[config.mk]
export PLATFORM = sky130hd
export DESIGN_NAME = axil_slave_regs
export DESIGN_NICKNAME = d
export VERILOG_FILES = /design/src/rtl/axil_slave_regs.sv
export SDC_FILE = /design/constraint.sdc
export NUM_CORES = 1
export LEC_CHECK = 0
export BUFFER_PORTS_ARGS = -buffer_cell sky130_fd_sc_hd__buf_2
export CAP_MARGIN = 10
export CELL_PAD_IN_SITES_DETAIL_PLACEMENT = 1
export CELL_PAD_IN_SITES_GLOBAL_PLACEMENT = 2
export CORE_UTILIZATION = 33
export CTS_BUF_LIST = sky130_fd_sc_hd__clkbuf_2 sky130_fd_sc_hd__clkbuf_4 sky130_fd_sc_hd__clkbuf_8
export DETAILED_ROUTE_END_ITERATION = 8
export MAX_ROUTING_LAYER = met4
export PLACE_DENSITY = 0.76
export RECOVER_POWER = 50
export SLEW_MARGIN = 40
export SYNTH_ARGS = -nofsm -noshare
export SYNTH_HDL_FRONTEND = slang
export SYNTH_SLANG_ARGS = --single-unit
export TNS_END_PERCENT = 10
[constraint.sdc]
create_clock -name aclk -period 22.2 [get_ports aclk]
set_clock_uncertainty 0.15 [all_clocks]
set_input_delay 4.44 -clock aclk [delete_from_list [all_inputs] [get_ports aclk]]
set_output_delay 4.44 -clock aclk [all_outputs]
set_load 0.1 [all_outputs]
[src/rtl/axil_slave_regs.sv]
// axil_slave_regs: AXI4-Lite responder backed by sixteen 32-bit R/W registers.
// Independent write and read FSMs, byte-strobe writes, registered responses.
// Optional macro AXIL_SLV_DECERR_EN: addresses with any bit set above bit 5
// are rejected with SLVERR (writes dropped, reads return 0). Without it,
// addresses alias modulo 64 bytes and every response is OKAY.
module axil_slave_regs #(
   parameter int ADDR_WIDTH = 32,
   parameter int NUM_REGS   = 16
) (
   input  logic                  aclk,
   input  logic                  aresetn,
   input  logic [ADDR_WIDTH-1:0] s_awaddr,
   input  logic                  s_awvalid,
   output logic                  s_awready,
   input  logic [31:0]           s_wdata,
   input  logic [3:0]            s_wstrb,
   input  logic                  s_wvalid,
   output logic                  s_wready,
   output logic [1:0]            s_bresp,
   output logic                  s_bvalid,
   input  logic                  s_bready,
   input  logic [ADDR_WIDTH-1:0] s_araddr,
   input  logic                  s_arvalid,
   output logic                  s_arready,
   output logic [31:0]           s_rdata,
   output logic [1:0]            s_rresp,
   output logic                  s_rvalid,
   input  logic                  s_rready
);

   localparam logic [1:0] RESP_OKAY   = 2'b00;
   localparam logic [1:0] RESP_SLVERR = 2'b10;

   typedef enum logic [1:0] {W_IDLE, W_HAVE_A, W_HAVE_D, W_RESP} wstate_t;
   typedef enum logic       {R_IDLE, R_DATA} rstate_t;

   wstate_t               r_wstate, w_wnext;
   rstate_t               r_rstate, w_rnext;
   logic                  r_live;
   logic [ADDR_WIDTH-1:0] r_awaddr;
   logic [31:0]           r_wdata;
   logic [3:0]            r_wstrb;
   logic [1:0]            r_bresp;
   logic [31:0]           r_rdata;
   logic [1:0]            r_rresp;
   logic [31:0]           r_regs [NUM_REGS];

   logic                  w_aw_hs, w_w_hs, w_ar_hs;
   logic                  w_commit;
   logic [ADDR_WIDTH-1:0] w_cm_addr;
   logic [31:0]           w_cm_data;
   logic [3:0]            w_cm_strb;
   logic [3:0]            w_widx, w_ridx;
   logic                  w_wr_oor, w_rd_oor;

   // Readies are held low in reset and rise on the first edge after release,
   // even though both FSMs already sit in their idle states.
   assign s_awready = r_live && ((r_wstate == W_IDLE) || (r_wstate == W_HAVE_D));
   assign s_wready  = r_live && ((r_wstate == W_IDLE) || (r_wstate == W_HAVE_A));
   assign s_bvalid  = (r_wstate == W_RESP);
   assign s_bresp   = r_bresp;
   assign s_arready = r_live && (r_rstate == R_IDLE);
   assign s_rvalid  = (r_rstate == R_DATA);
   assign s_rdata   = r_rdata;
   assign s_rresp   = r_rresp;

   assign w_aw_hs = s_awvalid && s_awready;
   assign w_w_hs  = s_wvalid  && s_wready;
   assign w_ar_hs = s_arvalid && s_arready;

   assign w_widx = w_cm_addr[5:2];
   assign w_ridx = s_araddr[5:2];

`ifdef AXIL_SLV_DECERR_EN
   assign w_wr_oor = |(w_cm_addr >> 6);
   assign w_rd_oor = |(s_araddr >> 6);
   logic w_unused;
   assign w_unused = ^{s_araddr[1:0], w_cm_addr[1:0]};
`else
   assign w_wr_oor = 1'b0;
   assign w_rd_oor = 1'b0;
   logic w_unused;
   assign w_unused = ^{s_araddr, w_cm_addr};
`endif

   // Marks the bus live one edge after reset release.
   always_ff @(posedge aclk or posedge aresetn) begin
      if (aresetn) r_live <= 1'b0;
      else         r_live <= 1'b1;
   end

   // Write FSM state register.
   always_ff @(posedge aclk or posedge aresetn) begin
      if (aresetn) r_wstate <= W_IDLE;
      else         r_wstate <= w_wnext;
   end

   // Write next-state; selects live or latched address/data for the commit.
   always_comb begin
      w_wnext   = r_wstate;
      w_commit  = 1'b0;
      w_cm_addr = s_awaddr;
      w_cm_data = s_wdata;
      w_cm_strb = s_wstrb;
      case (r_wstate)
         W_IDLE: begin
            if (w_aw_hs && w_w_hs) begin
               w_commit = 1'b1;
               w_wnext  = W_RESP;
            end else if (w_aw_hs) begin
               w_wnext = W_HAVE_A;
            end else if (w_w_hs) begin
               w_wnext = W_HAVE_D;
            end
         end
         W_HAVE_A: begin
            w_cm_addr = r_awaddr;
            if (w_w_hs) begin
               w_commit = 1'b1;
               w_wnext  = W_RESP;
            end
         end
         W_HAVE_D: begin
            w_cm_data = r_wdata;
            w_cm_strb = r_wstrb;
            if (w_aw_hs) begin
               w_commit = 1'b1;
               w_wnext  = W_RESP;
            end
         end
         W_RESP: begin
            if (s_bready) w_wnext = W_IDLE;
         end
         default: w_wnext = W_IDLE;
      endcase
   end

   // Holding registers for whichever half of a write arrives first.
   always_ff @(posedge aclk or posedge aresetn) begin
      if (aresetn) begin
         r_awaddr <= '0;
         r_wdata  <= '0;
         r_wstrb  <= '0;
      end else begin
         if (w_aw_hs) r_awaddr <= s_awaddr;
         if (w_w_hs) begin
            r_wdata <= s_wdata;
            r_wstrb <= s_wstrb;
         end
      end
   end

   // Register bank: byte-strobed commit; out-of-range writes are dropped.
   always_ff @(posedge aclk or posedge aresetn) begin
      if (aresetn) begin
         for (int i = 0; i < NUM_REGS; i++) r_regs[i] <= '0;
      end else if (w_commit && !w_wr_oor) begin
         for (int k = 0; k < 4; k++)
            if (w_cm_strb[k]) r_regs[w_widx][8*k +: 8] <= w_cm_data[8*k +: 8];
      end
   end

   // Write response is fixed at commit and held until accepted.
   always_ff @(posedge aclk or posedge aresetn) begin
      if (aresetn)       r_bresp <= RESP_OKAY;
      else if (w_commit) r_bresp <= w_wr_oor ? RESP_SLVERR : RESP_OKAY;
   end

   // Read FSM state register.
   always_ff @(posedge aclk or posedge aresetn) begin
      if (aresetn) r_rstate <= R_IDLE;
      else         r_rstate <= w_rnext;
   end

   // Read next-state.
   always_comb begin
      w_rnext = r_rstate;
      case (r_rstate)
         R_IDLE:  if (w_ar_hs)  w_rnext = R_DATA;
         R_DATA:  if (s_rready) w_rnext = R_IDLE;
         default: w_rnext = R_IDLE;
      endcase
   end

   // Read capture samples the bank before any same-edge commit lands.
   always_ff @(posedge aclk or posedge aresetn) begin
      if (aresetn) begin
         r_rdata <= '0;
         r_rresp <= RESP_OKAY;
      end else if (w_ar_hs) begin
         r_rdata <= w_rd_oor ? 32'h0 : r_regs[w_ridx];
         r_rresp <= w_rd_oor ? RESP_SLVERR : RESP_OKAY;
      end
   end

endmodule

# --- Word-level counts from Yosys, hierarchy flattened ---
# Cells that the tools add are included.
totals:
  register_bits: 590
  in_bits: 107
  output_inout_bits: 41
op_classes:
  order_cmp: 3
  eq_ne: 7
  n_mux: 39
  bitwise: 3
  n_reduce_logical: 12
ops:
  columns: ["cell", "count"]
  rows:
  - ["2-to-1 mux 512 bit", 7]
  - ["bitwise mux 512 bit", 4]
  - ["demux 32 bit (select 4 bit)", 4]
  - ["binary-select mux 32 bit (select 4 bit)", 1]
  - ["2-to-1 mux 32 bit", 4]
  - ["2-to-1 mux 24 bit", 1]
  - ["2-to-1 mux 16 bit", 1]
  - ["2-to-1 mux 2 bit", 6]
  - ["greater-or-equal comparator 5 bit (second input constant)", 2]
  - ["NOT 4 -> 5 bit", 2]
  - ["logical AND 1 bit", 8]
  - ["2-to-1 mux 8 bit", 1]
  - ["one-hot mux 2 bit (4 select lines)", 1]
  - ["2-to-1 mux 6 bit", 1]
  - ["less-than comparator 5 x 1 -> 1 bit (second input constant)", 1]
  - ["2-to-1 mux 1 bit", 5]
  - ["equality test 2 bit (second input constant)", 2]
  - ["2-to-1 mux 4 bit", 1]
  - ["inequality test 2 bit (second input constant)", 2]
  - ["inequality test 4 x 3 -> 1 bit (second input constant)", 1]
  - ["AND reduction 4 bit", 1]
  - ["one-hot mux 1 bit (3 select lines)", 1]
  - ["equality test 2 x 1 -> 1 bit (second input constant)", 1]
  - ["logical NOT 2 bit", 1]
  - ["4 further kinds", 5]

# --- Depth between registers and ports, before layout ---
# Gate-level depths: netlist of run 1.
logic_depth:
  word_depth: 18
  ltp_mapped: 9
  depth_no_buf: 6

# --- Worst setup path after synthesis of run 1 ---
# No wires, ideal clock.
synth_timing:
  kind: "reg-to-output"
  start: "reg r_rstate, in the netlist s_rvalid"
  end: "out s_arready"
  arrival_ns: 2.237
  required_ns: 17.610
  slack_ns: 15.373
  stages_incl_launch_ff: 2
  n_path_buf: 0
  cell_sequence: "dfrtp_1 -> nor2b_1"
synth_between:
  elab_chain_len: 2
synth_rtl:
  columns: ["element", "line_no", "rtl"]
  rows:
  - ["start, declared", "38", "rstate_t r_rstate, w_rnext;"]
  - ["start signal, assigned", "172", "else r_rstate <= w_rnext;"]
  - ["NOT 1 bit", "62", "assign s_arready = r_live && (r_rstate == R_IDLE);"]
  - ["logical AND 1 bit", "62", null]
  - ["end, declared", "24", "output logic s_arready,"]
# Every way passes these cells.

==> results of run 1 <==
==> per-stage QoR <==
| step | utilization (%) | hold slack (ps) |
|---|---|---|
| finish | 37.32 | 321.1 |
| global route | 37.32 | 346.9 |
| CTS | 37.92 | 324.3 |
| detailed placement | 35.24 | 310.1 |
| global placement | 35.15 | 307.6 |
| floorplan | - | 290.1 |
==> layout make-up <==
class	count	area [sq um]
Antenna cell	2	5.005
Clock buffer	166	2066
Clock inverter	15	133.9
Fill cell	8486	51380
Inverter	8	32.53
Multi-Input combinational cell	1170	11560
Sequential cell	588	14710
Tap cell	1070	1339
Timing Repair Buffer	122	744.5
==> cell families after synthesis <==
family | Yosys count | synth area share [%]
muxes | 752 | 33.59
DFF | 588 | 53.83
and+or+nand+nor | 305 | 6.967
buffers and inverters | 134 | 2.335
AOI/OAI and AO/OA | 104 | 3.063
adders and majority gates | 4 | 0.1831
other | 2 | 0.02748
==> worst min path at each step <==
stage,startpoint,endpoint,slack [ps],cells past startpoint
3_5_place_dp,r_wdata[22]$_DFFE_PP0P_,r_wdata[22]$_DFFE_PP0P_,310,2
3_3_place_gp,r_wdata[14]$_DFFE_PP0P_,r_wdata[14]$_DFFE_PP0P_,310,2
5_1_grt,r_wdata[2]$_DFFE_PP0P_,r_wdata[2]$_DFFE_PP0P_,350,2
6_report,r_wdata[20]$_DFFE_PP0P_,r_wdata[20]$_DFFE_PP0P_,320,2
4_1_cts,r_wdata[22]$_DFFE_PP0P_,r_wdata[22]$_DFFE_PP0P_,320,2
2_1_floorplan,r_wdata[0]$_DFFE_PP0P_,r_wdata[0]$_DFFE_PP0P_,290,2
==> state kept, by name, indices dropped and copies added, names as in the netlist <==
signal    count
r_regs      512
r_wdata      32
s_rdata      32
r_awaddr      4
r_wstrb       4
r_wstate      2
r_live        1
s_rvalid      1
==> synthesized netlist by cell type, types with 6 or more instances <==
| library cell | n |
|---|---|
| mux4_2 | 77 |
| nand2_1 | 151 |
| buf_4 | 13 |
| inv_1 | 8 |
| clkbuf_1 | 69 |
| nor2b_1 | 6 |
| mux2i_1 | 123 |
| nand4_1 | 28 |
| nor3_1 | 7 |
| nand3_1 | 6 |
| buf_2 | 36 |
| mux2_1 | 109 |
| nor2_1 | 34 |
| a211o_1 | 7 |
| nand3_4 | 30 |
| a31oi_1 | 23 |
| mux2_2 | 443 |
| dfrtp_1 | 588 |
| nand4_2 | 10 |
| nand3_2 | 12 |
| a22oi_1 | 47 |
==> power groups by stage <==
stage	clock network, W	registers, W	logic (W)
floorplan	0	0.00161	0.000697
global placement	0	0.00153	0.000972
detailed placement	0	0.00157	0.00102
CTS	0.00108	0.00155	0.00102
global route	0.00112	0.00159	0.00107
finish	0.00105	0.00155	0.000980
==> critical path, cell delays in order <==
cell and delay, ps:
buf_2 100, clkinvlp_2 2800, clkbuf_1 2500, buf_6 690
buf_6 560, buf_6 520
==> layer usage <==
layer	global-route usage, %	vias to the layer above
li1	-	7171
met3	2.975	136
met2	30.43	288
met5	-	-
met4	4.935	0
met1	24.32	8889
==> impl_metrics.env, run 1 <==
export IMPL_core_rowCount=105
export IMPL_drt_wl_total_mm=73.64
export IMPL_die_y_microns=289.8
export IMPL_dr_wl_met3_mm=2.575
export IMPL_startpoint="aresetn"
export IMPL_synth_edff_count=0
export IMPL_clk_pin_slew_worst_paths_ps=60
export IMPL_cp_start_kind="input port"
export IMPL_port_buffers=87
export IMPL_period_share_pct=50.77
export IMPL_numCtsBuffers=102
export IMPL_htreeDepth=3
export IMPL_chipWidth_microns=289.8
export IMPL_cap_violations=6
export IMPL_seq_power_share_pct=43.3
export IMPL_hold_buffers=0
export IMPL_yosysUniqueCellTypes=50
export IMPL_ys_flop_type="dfrtp_1"
export IMPL_switching_share_pct=33.43
export IMPL_die_area_sq_mm=0.08398
export IMPL_clock_sinks=588
export IMPL_synth_top_cell_area_share_pct=53.83
export IMPL_worstPathRequired_ps=22830
export IMPL_syn2layout_area_growth_pct=11.94
export IMPL_synth_top_area_cell="dfrtp_1"
export IMPL_gp_congestion=0.7781
export IMPL_finalSetupTns_ps=0
export IMPL_ff2ff_setup_slack_ps=16110
export IMPL_layout_drive_gt1_share_pct=40.84
export IMPL_drtIter0Drc=766
export IMPL_rr_endpoint="r_wstate[0]$_DFFE_PP0P_"
export IMPL_drc=0
export IMPL_intPower_w=0.002384
export IMPL_synth_area_leaders="dfrtp_1 54%, mux2_2 18%, mux4_2 6.3%, mux2i_1 4.5%, mux2_1 4.5%"
export IMPL_hold_viol_final=0
export IMPL_drtPass1Iterations=4
export IMPL_p_total_w=0.003581
export IMPL_seq_area_frac_synth_pct=53.83
export IMPL_regToRegStartpoint="r_wstate[1]$_DFFE_PP0P_"
export IMPL_crit_fanout=112
export IMPL_period_minus_slack_ps=11270
export IMPL_overflow=0
export IMPL_r2r_cells=7
export IMPL_worstSkewPairLatency_ps=710
export IMPL_dpl_hpwl_mm=47.22
export IMPL_dp_cells=2958
export IMPL_antenna_found_initial=2
export IMPL_floorplan_initialDensity_pct=33.34
export IMPL_hold_path_class="reg2reg"
export IMPL_grt_max_degree=113
export IMPL_cts_root_buf="clkbuf_8"
export IMPL_critPathKind="in2async"
export IMPL_wl_met1_mm=33.01
export IMPL_wl_per_cell_microns=23.44
export IMPL_instances_no_fill=3141
export IMPL_detail_route_antenna_nets=0
export IMPL_io_pins=148
export IMPL_first_global_vias=18730
export IMPL_cts_resized=0
export IMPL_fin_area_sq_mm=0.03060
export IMPL_core_area_sq_mm=0.08198
export IMPL_top_layer="met4"
export IMPL_slew_headroom_pct=-240.1
export IMPL_fin_ws_ps=10930
export IMPL_end_kind="async pin"
export IMPL_p_leak_nw=14.98
export IMPL_grt_usage_pct=18.73
export IMPL_route_met2_wl_mm=36.29
export IMPL_synth_area_per_cell_sq_um=14.47
export IMPL_placed_cell_area_sq_mm=0.02889
export IMPL_ys_ff_latch=588
export IMPL_yosysWarnings=0
export IMPL_vdd_drop_max_mv=0.05532
export IMPL_grt_pass1_wl_mm=115.7
export IMPL_p_clk_share_pct=29.3
export IMPL_powerDensity_mw_per_mm2=117.0
export IMPL_final_cell_mix="588 x dfrtp_1, 442 x mux2_2, 151 x nand2_1, 131 x clkbuf_8, 123 x mux2i_1"
export IMPL_dp_slack_ps=13690
export IMPL_vias_per_cell=5.248
export IMPL_status="finished with violations"
export IMPL_slew_violations=336
export IMPL_clockBufferDepth=3
export IMPL_rsz0062_at_grt="no"
export IMPL_syn_inst=1889
export IMPL_comb_power_share_pct=27.4
export IMPL_tightest_slew_ps=5073
export IMPL_finalSetupViolCount=0
export IMPL_layout_commonest_cell="dfrtp_1"
export IMPL_async_reset_ff_share_pct=100.0
export IMPL_crit_end="r_regs[359]$_DFFE_PP0P_"
export IMPL_violations="max-capacitance violations, max-slew violations"
export IMPL_cts_tree="built"
export IMPL_worstPathArrival_ps=11900
export IMPL_max_freq_mhz=88.72
export IMPL_via_count=16480
export IMPL_syn_area_sq_mm=0.02733
export IMPL_nNetsFinal=2103
export IMPL_cts_setup_buffers=0
export IMPL_switchingPower_w=0.001197
Power figures use the tool's default switching activity.
==> inputs of run 2 (changes only) <==
==> constraint.sdc (replaced) <==
create_clock -name aclk -period 9.5 [get_ports aclk]
set_clock_uncertainty 0.15 [all_clocks]
set_input_delay 1.9 -clock aclk [delete_from_list [all_inputs] [get_ports aclk]]
set_output_delay 1.9 -clock aclk [all_outputs]
set_load 0.1 [all_outputs]
==> impl_metrics.env, run 2 (synthesis results as in run 1) <==
export IMPL_status="finished with violations"
export IMPL_violations="max-capacitance violations, max-slew violations"
export IMPL_grt_usage_pct=18.76
export IMPL_dpl_hpwl_mm=46.36
export IMPL_port_buffers=87
export IMPL_period_share_pct=71.42
export IMPL_fin_ws_ps=2715
export IMPL_core_area_sq_mm=0.08198
export IMPL_slowest_stage="clkinvlp_2"
export IMPL_antenna_found_initial=3
export IMPL_crit_fanout=33
export IMPL_rsz0062_at_grt="no"
export IMPL_critPathKind="in2reg"
export IMPL_p_leak_nw=15.14
export IMPL_cp_common_cell="clkbuf_1"
export IMPL_drc=0
export IMPL_core_rowCount=105
export IMPL_cts_tree="built"
export IMPL_p_total_w=0.008472
export IMPL_clockBufferDepth=3
export IMPL_tightest_slew_ps=4516
export IMPL_regMostFlops="r_regs"
export IMPL_vdd_drop_max_mv=0.1612
export IMPL_grt_pass1_wl_mm=115.1
export IMPL_clk_pin_slew_worst_paths_ps=60
export IMPL_worst_path_largest_cell_delay_ps=2380
export IMPL_comb_power_share_pct=27.6
export IMPL_cap_violations=6
export IMPL_hold_buffers=0
export IMPL_cts_setup_buffers=0
export IMPL_cts_resized=0
export IMPL_die_area_sq_mm=0.08398
export IMPL_powerDensity_mw_per_mm2=272.7
export IMPL_floorplan_initialDensity_pct=33.34
export IMPL_detail_route_antenna_nets=0
export IMPL_max_freq_mhz=147.4
export IMPL_switchingPower_w=0.002823
export IMPL_finalSetupViolCount=0
export IMPL_drt_wl_total_mm=73.77
export IMPL_slew_headroom_pct=-201.1
export IMPL_grt_max_degree=160
export IMPL_cts_root_buf="clkbuf_8"
export IMPL_hold_path_class="reg2reg"
export IMPL_p_clk_share_pct=29.7
export IMPL_slew_violations=261
export IMPL_htreeDepth=3
export IMPL_seq_power_share_pct=42.7
export IMPL_worstPathArrival_ps=7240
export IMPL_end_kind="register"
export IMPL_clock_sinks=588
export IMPL_nNetsFinal=2106
export IMPL_layout_drive_gt1_share_pct=42.95
export IMPL_switching_share_pct=33.32
export IMPL_hold_viol_final=0
export IMPL_cp_start_kind="input port"
export IMPL_wl_per_cell_microns=23.41
export IMPL_intPower_w=0.005649
export IMPL_io_pins=148
export IMPL_gp_congestion=0.7558
export IMPL_crit_family="buffers and inverters"
export IMPL_dp_slack_ps=4828
export IMPL_worstPathRequired_ps=9950
export IMPL_vias_per_cell=5.218
export IMPL_chipWidth_microns=289.8
export IMPL_largest_reg_flops=512
export IMPL_via_count=16450
export IMPL_overflow=0
export IMPL_drtIter0Drc=882
export IMPL_syn2layout_area_growth_pct=13.68
export IMPL_first_global_vias=18540
export IMPL_final_cell_mix="588 x dfrtp_1, 443 x mux2_2, 151 x nand2_1, 135 x clkbuf_8, 123 x mux2i_1"
export IMPL_period_minus_slack_ps=6785
export IMPL_crit_buf_inv=3
export IMPL_path_cells="clkbuf_1 > o211ai_1 > clkbuf_1 > clkinvlp_2 > o21ai_0 > mux2i_1"
export IMPL_worstSkewPairLatency_ps=690
export IMPL_layout_commonest_cell="dfrtp_1"
export IMPL_numCtsBuffers=104
export IMPL_drtPass1Iterations=5
export IMPL_die_y_microns=289.8
[run 2: cell count changes in the layout (fill, tap and decap cells not counted), sizes merged]
cell      previous run  this run
diode                2         3
buf                113       115
inv                  7         8
bufinv               1         2
clkinvlp             5         4
clkinv              10        14
clkbuf             175       178
[run 2: routing by layer]
| layer | vias to the layer above | GRT usage, % | wire, microns |
|---|---|---|---|
| met2 | 333 | 29.96 | 35810 |
| met5 | - | - | 0 |
| li1 | 7194 | - | - |
| met4 | 0 | 6.257 | 1991 |
| met3 | 127 | 3.642 | 3661 |
| met1 | 8793 | 23.86 | 32310 |
[run 2: metrics by stage]
step                utilization, %  TNS [ps]  hold WS (ps)  instance area, sq um  cells
finish                       37.90         0         324.2                 31070   3152
global route                 37.90         0         342.2                 31070   3152
CTS                          38.05         0         325.9                 31200   3148
detailed placement           35.26         0         310.1                 28910   2958
global placement             35.17         0         306.0                 28830   2955
floorplan                        -   -332440         290.1                 27350   1892
[run 2: cell type report]
cell class	instances	area (sq um)
antenna	3	7.507
clock buffer	170	2115
clock inverter	20	173.9
fill	8474	50910
inverter	8	32.53
multi-input combinational	1170	11920
sequential	588	14710
tap	1070	1339
timing repair buffer	123	772.0
[run 2: worst register-to-register path: stages, from the launching register on]
cell,delay (ps)
dfrtp_1,370
inv_1,90
ha_1,430
o211ai_1,310
clkbuf_1,1400
clkinvlp_2,2400
o21ai_0,990
mux2i_1,260
[run 2: worst paths after layout]
check,start,end,slack [ps],cells after the start
max in group asynchronous,aresetn,r_regs[110]$_DFFE_PP0P_,3580,5
hold / removal,r_wdata[8]$_DFFE_PP0P_,r_wdata[8]$_DFFE_PP0P_,320,2
setup / recovery,s_wvalid,r_wstate[0]$_DFFE_PP0P_,2720,6
hold reg to reg,r_wdata[8]$_DFFE_PP0P_,r_wdata[8]$_DFFE_PP0P_,320,2
setup reg to reg,r_wstate[1]$_DFFE_PP0P_,r_wstate[0]$_DFFE_PP0P_,3010,7
min in group asynchronous,aresetn,r_wdata[10]$_DFFE_PP0P_,2430,3
[run 2: power groups by stage]
stage	combinational (W)	clock (W)	sequential, W
global placement	0.00225	0	0.00357
floorplan	0.00163	0	0.00377
finish	0.00234	0.00252	0.00362
global route	0.00255	0.00270	0.00371
detailed placement	0.00238	0	0.00366
CTS	0.00238	0.00260	0.00362
==> inputs of run 3 (changes only) <==
--- a/config.mk
+++ b/config.mk
@@ -13,7 +13,7 @@
 export CTS_BUF_LIST = sky130_fd_sc_hd__clkbuf_2 sky130_fd_sc_hd__clkbuf_4 sky130_fd_sc_hd__clkbuf_8
 export DETAILED_ROUTE_END_ITERATION = 8
 export MAX_ROUTING_LAYER = met4
-export PLACE_DENSITY = 0.76
+export PLACE_DENSITY = 0.74
 export RECOVER_POWER = 50
 export SLEW_MARGIN = 40
 export SYNTH_ARGS = -nofsm -noshare
==> constraint.sdc (replaced) <==
create_clock -name aclk -period 6.7 [get_ports aclk]
set_clock_uncertainty 0.15 [all_clocks]
set_input_delay 1.34 -clock aclk [delete_from_list [all_inputs] [get_ports aclk]]
set_output_delay 1.34 -clock aclk [all_outputs]
set_load 0.1 [all_outputs]
==> impl_metrics.env, run 3 (synthesis results as in run 1) <==
export IMPL_status="finished with violations"
export IMPL_violations="max-capacitance violations, max-slew violations"
export IMPL_p_total_w=0.01201
export IMPL_end_kind="register"
export IMPL_die_y_microns=289.8
export IMPL_tightest_slew_ps=2917
export IMPL_instances_no_fill=3151
export IMPL_numCtsBuffers=102
export IMPL_drtPass1Iterations=5
export IMPL_cts_root_buf="clkbuf_8"
export IMPL_clk_pin_slew_worst_paths_ps=60
export IMPL_multiInputGateArea_sq_mm=0.01204
export IMPL_grt_pass1_wl_mm=115.7
export IMPL_core_rowCount=105
export IMPL_slew_headroom_pct=-94.49
export IMPL_wl_met1_mm=32.19
export IMPL_max_freq_mhz=228.5
export IMPL_worstSkewPairLatency_ps=710
export IMPL_wl_per_cell_microns=23.36
export IMPL_antenna_found_initial=2
export IMPL_cap_violations=6
export IMPL_via_count=16560
export IMPL_final_cell_mix="588 x dfrtp_1, 443 x mux2_2, 151 x nand2_1, 131 x clkbuf_8, 123 x mux2i_1"
export IMPL_worstPathArrival_ps=4800
export IMPL_top_layer="met4"
export IMPL_hold_path_class="reg2reg"
export IMPL_core_area_sq_mm=0.08198
export IMPL_finalHoldWorstSlack_ps=316.9
export IMPL_vdd_drop_max_mv=0.1826
export IMPL_detail_route_antenna_nets=0
export IMPL_crit_fanout=37
export IMPL_dpl_hpwl_mm=47.26
export IMPL_finalSetupViolCount=0
export IMPL_period_minus_slack_ps=4377
export IMPL_chipWidth_microns=289.8
export IMPL_grt_max_degree=117
export IMPL_drt_wl_total_mm=73.62
export IMPL_layout_commonest_cell="dfrtp_1"
export IMPL_route_met2_wl_mm=36.63
export IMPL_rsz0062_at_grt="no"
export IMPL_port_buffers=87
export IMPL_drtIter0Drc=822
export IMPL_layout_drive_gt1_share_pct=43.52
export IMPL_clockBufferDepth=3
export IMPL_p_leak_nw=15.13
export IMPL_die_area_sq_mm=0.08398
export IMPL_seq_area_sq_mm=0.01471
export IMPL_hold_viol_final=0
export IMPL_grt_usage_pct=18.76
export IMPL_critPathKind="reg2reg"
export IMPL_fin_ws_ps=2323
export IMPL_nNetsFinal=2105
export IMPL_clock_sinks=588
export IMPL_drc=0
export IMPL_htreeDepth=3
export IMPL_n_fill_cell=8438
export IMPL_dp_slack_ps=2595
export IMPL_cts_resized=0
export IMPL_dr_wl_met3_mm=3.304
export IMPL_powerDensity_mw_per_mm2=385.8
export IMPL_floorplan_initialDensity_pct=33.34
export IMPL_regMostFlops="r_regs"
export IMPL_largest_reg_flops=512
export IMPL_worstPathRequired_ps=7130
export IMPL_dp_cells=2959
export IMPL_io_pins=148
export IMPL_overflow=0
export IMPL_cp_start_kind="register"
export IMPL_first_global_vias=18910
export IMPL_period_share_pct=65.33
export IMPL_gp_congestion=0.7631
export IMPL_cts_setup_buffers=0
export IMPL_slew_violations=445
export IMPL_cts_tree="built"
export IMPL_final_core_util_pct=37.98
export IMPL_syn2layout_area_growth_pct=13.93
export IMPL_hold_buffers=0
export IMPL_vias_per_cell=5.257
==> run 3: layer usage <==
metal,global-route usage (%),up-vias
met5,-,-
li1,-,7193
met1,23.33,8929
met3,3.603,128
met2,30.77,314
met4,5.890,0
==> run 3: power breakdown <==
part           leakage [nW]  internal, W  switching [W]  total, W
Combinational          5.93      0.00134        0.00203   0.00337
Clock                  1.19      0.00201        0.00150   0.00351
Sequential             8.01      0.00459       0.000538   0.00513
Total                  15.1      0.00794        0.00407    0.0120
==> run 3: worst max-delay path, cell delays in order, from the launching register on <==
cell and delay [ps]:
dfrtp_1 380, inv_1 100, ha_1 430, o211ai_1 580, clkbuf_1 2110, nand2_1 140
o22ai_1 230, mux2i_1 110
==> run 3: layout make-up <==
type	instances	area share, %
diodes	4	0.03215
clock buffers	170	6.730
clock inverters	17	0.4420
inverters	8	0.1005
multi-input cells	1170	38.66
flip-flops and latches	588	47.25
well taps	1070	4.299
repair buffers	124	2.483
==> run 3: worst paths after layout <==
| check | cells past startpoint | endpoint | from | slack (ps) |
|---|---|---|---|---|
| worst min register to register | 2 | r_wdata[22]$_DFFE_PP0P_ | r_wdata[22]$_DFFE_PP0P_ | 320 |
| worst min-delay path | 2 | r_wdata[22]$_DFFE_PP0P_ | r_wdata[22]$_DFFE_PP0P_ | 320 |
| min in group asynchronous | 2 | r_regs[491]$_DFFE_PP0P_ | aresetn | 590 |
| worst max-delay path | 7 | r_wstate[1]$_DFFE_PP0P_ | r_wstate[1]$_DFFE_PP0P_ | 2320 |
| max in group asynchronous | 4 | r_regs[356]$_DFFE_PP0P_ | aresetn | 2500 |
| worst max register to register | 7 | r_wstate[1]$_DFFE_PP0P_ | r_wstate[1]$_DFFE_PP0P_ | 2320 |
==> run 3: stage by stage <==
| step | TNS [ps] | area (sq um) |
|---|---|---|
| 4_1_cts | 0 | 31210 |
| 3_5_place_dp | 0 | 28970 |
| 6_report | 0 | 31140 |
| 5_1_grt | 0 | 31130 |
| 2_1_floorplan | -1649560 | 27350 |
| 3_3_place_gp | 0 | 28870 |
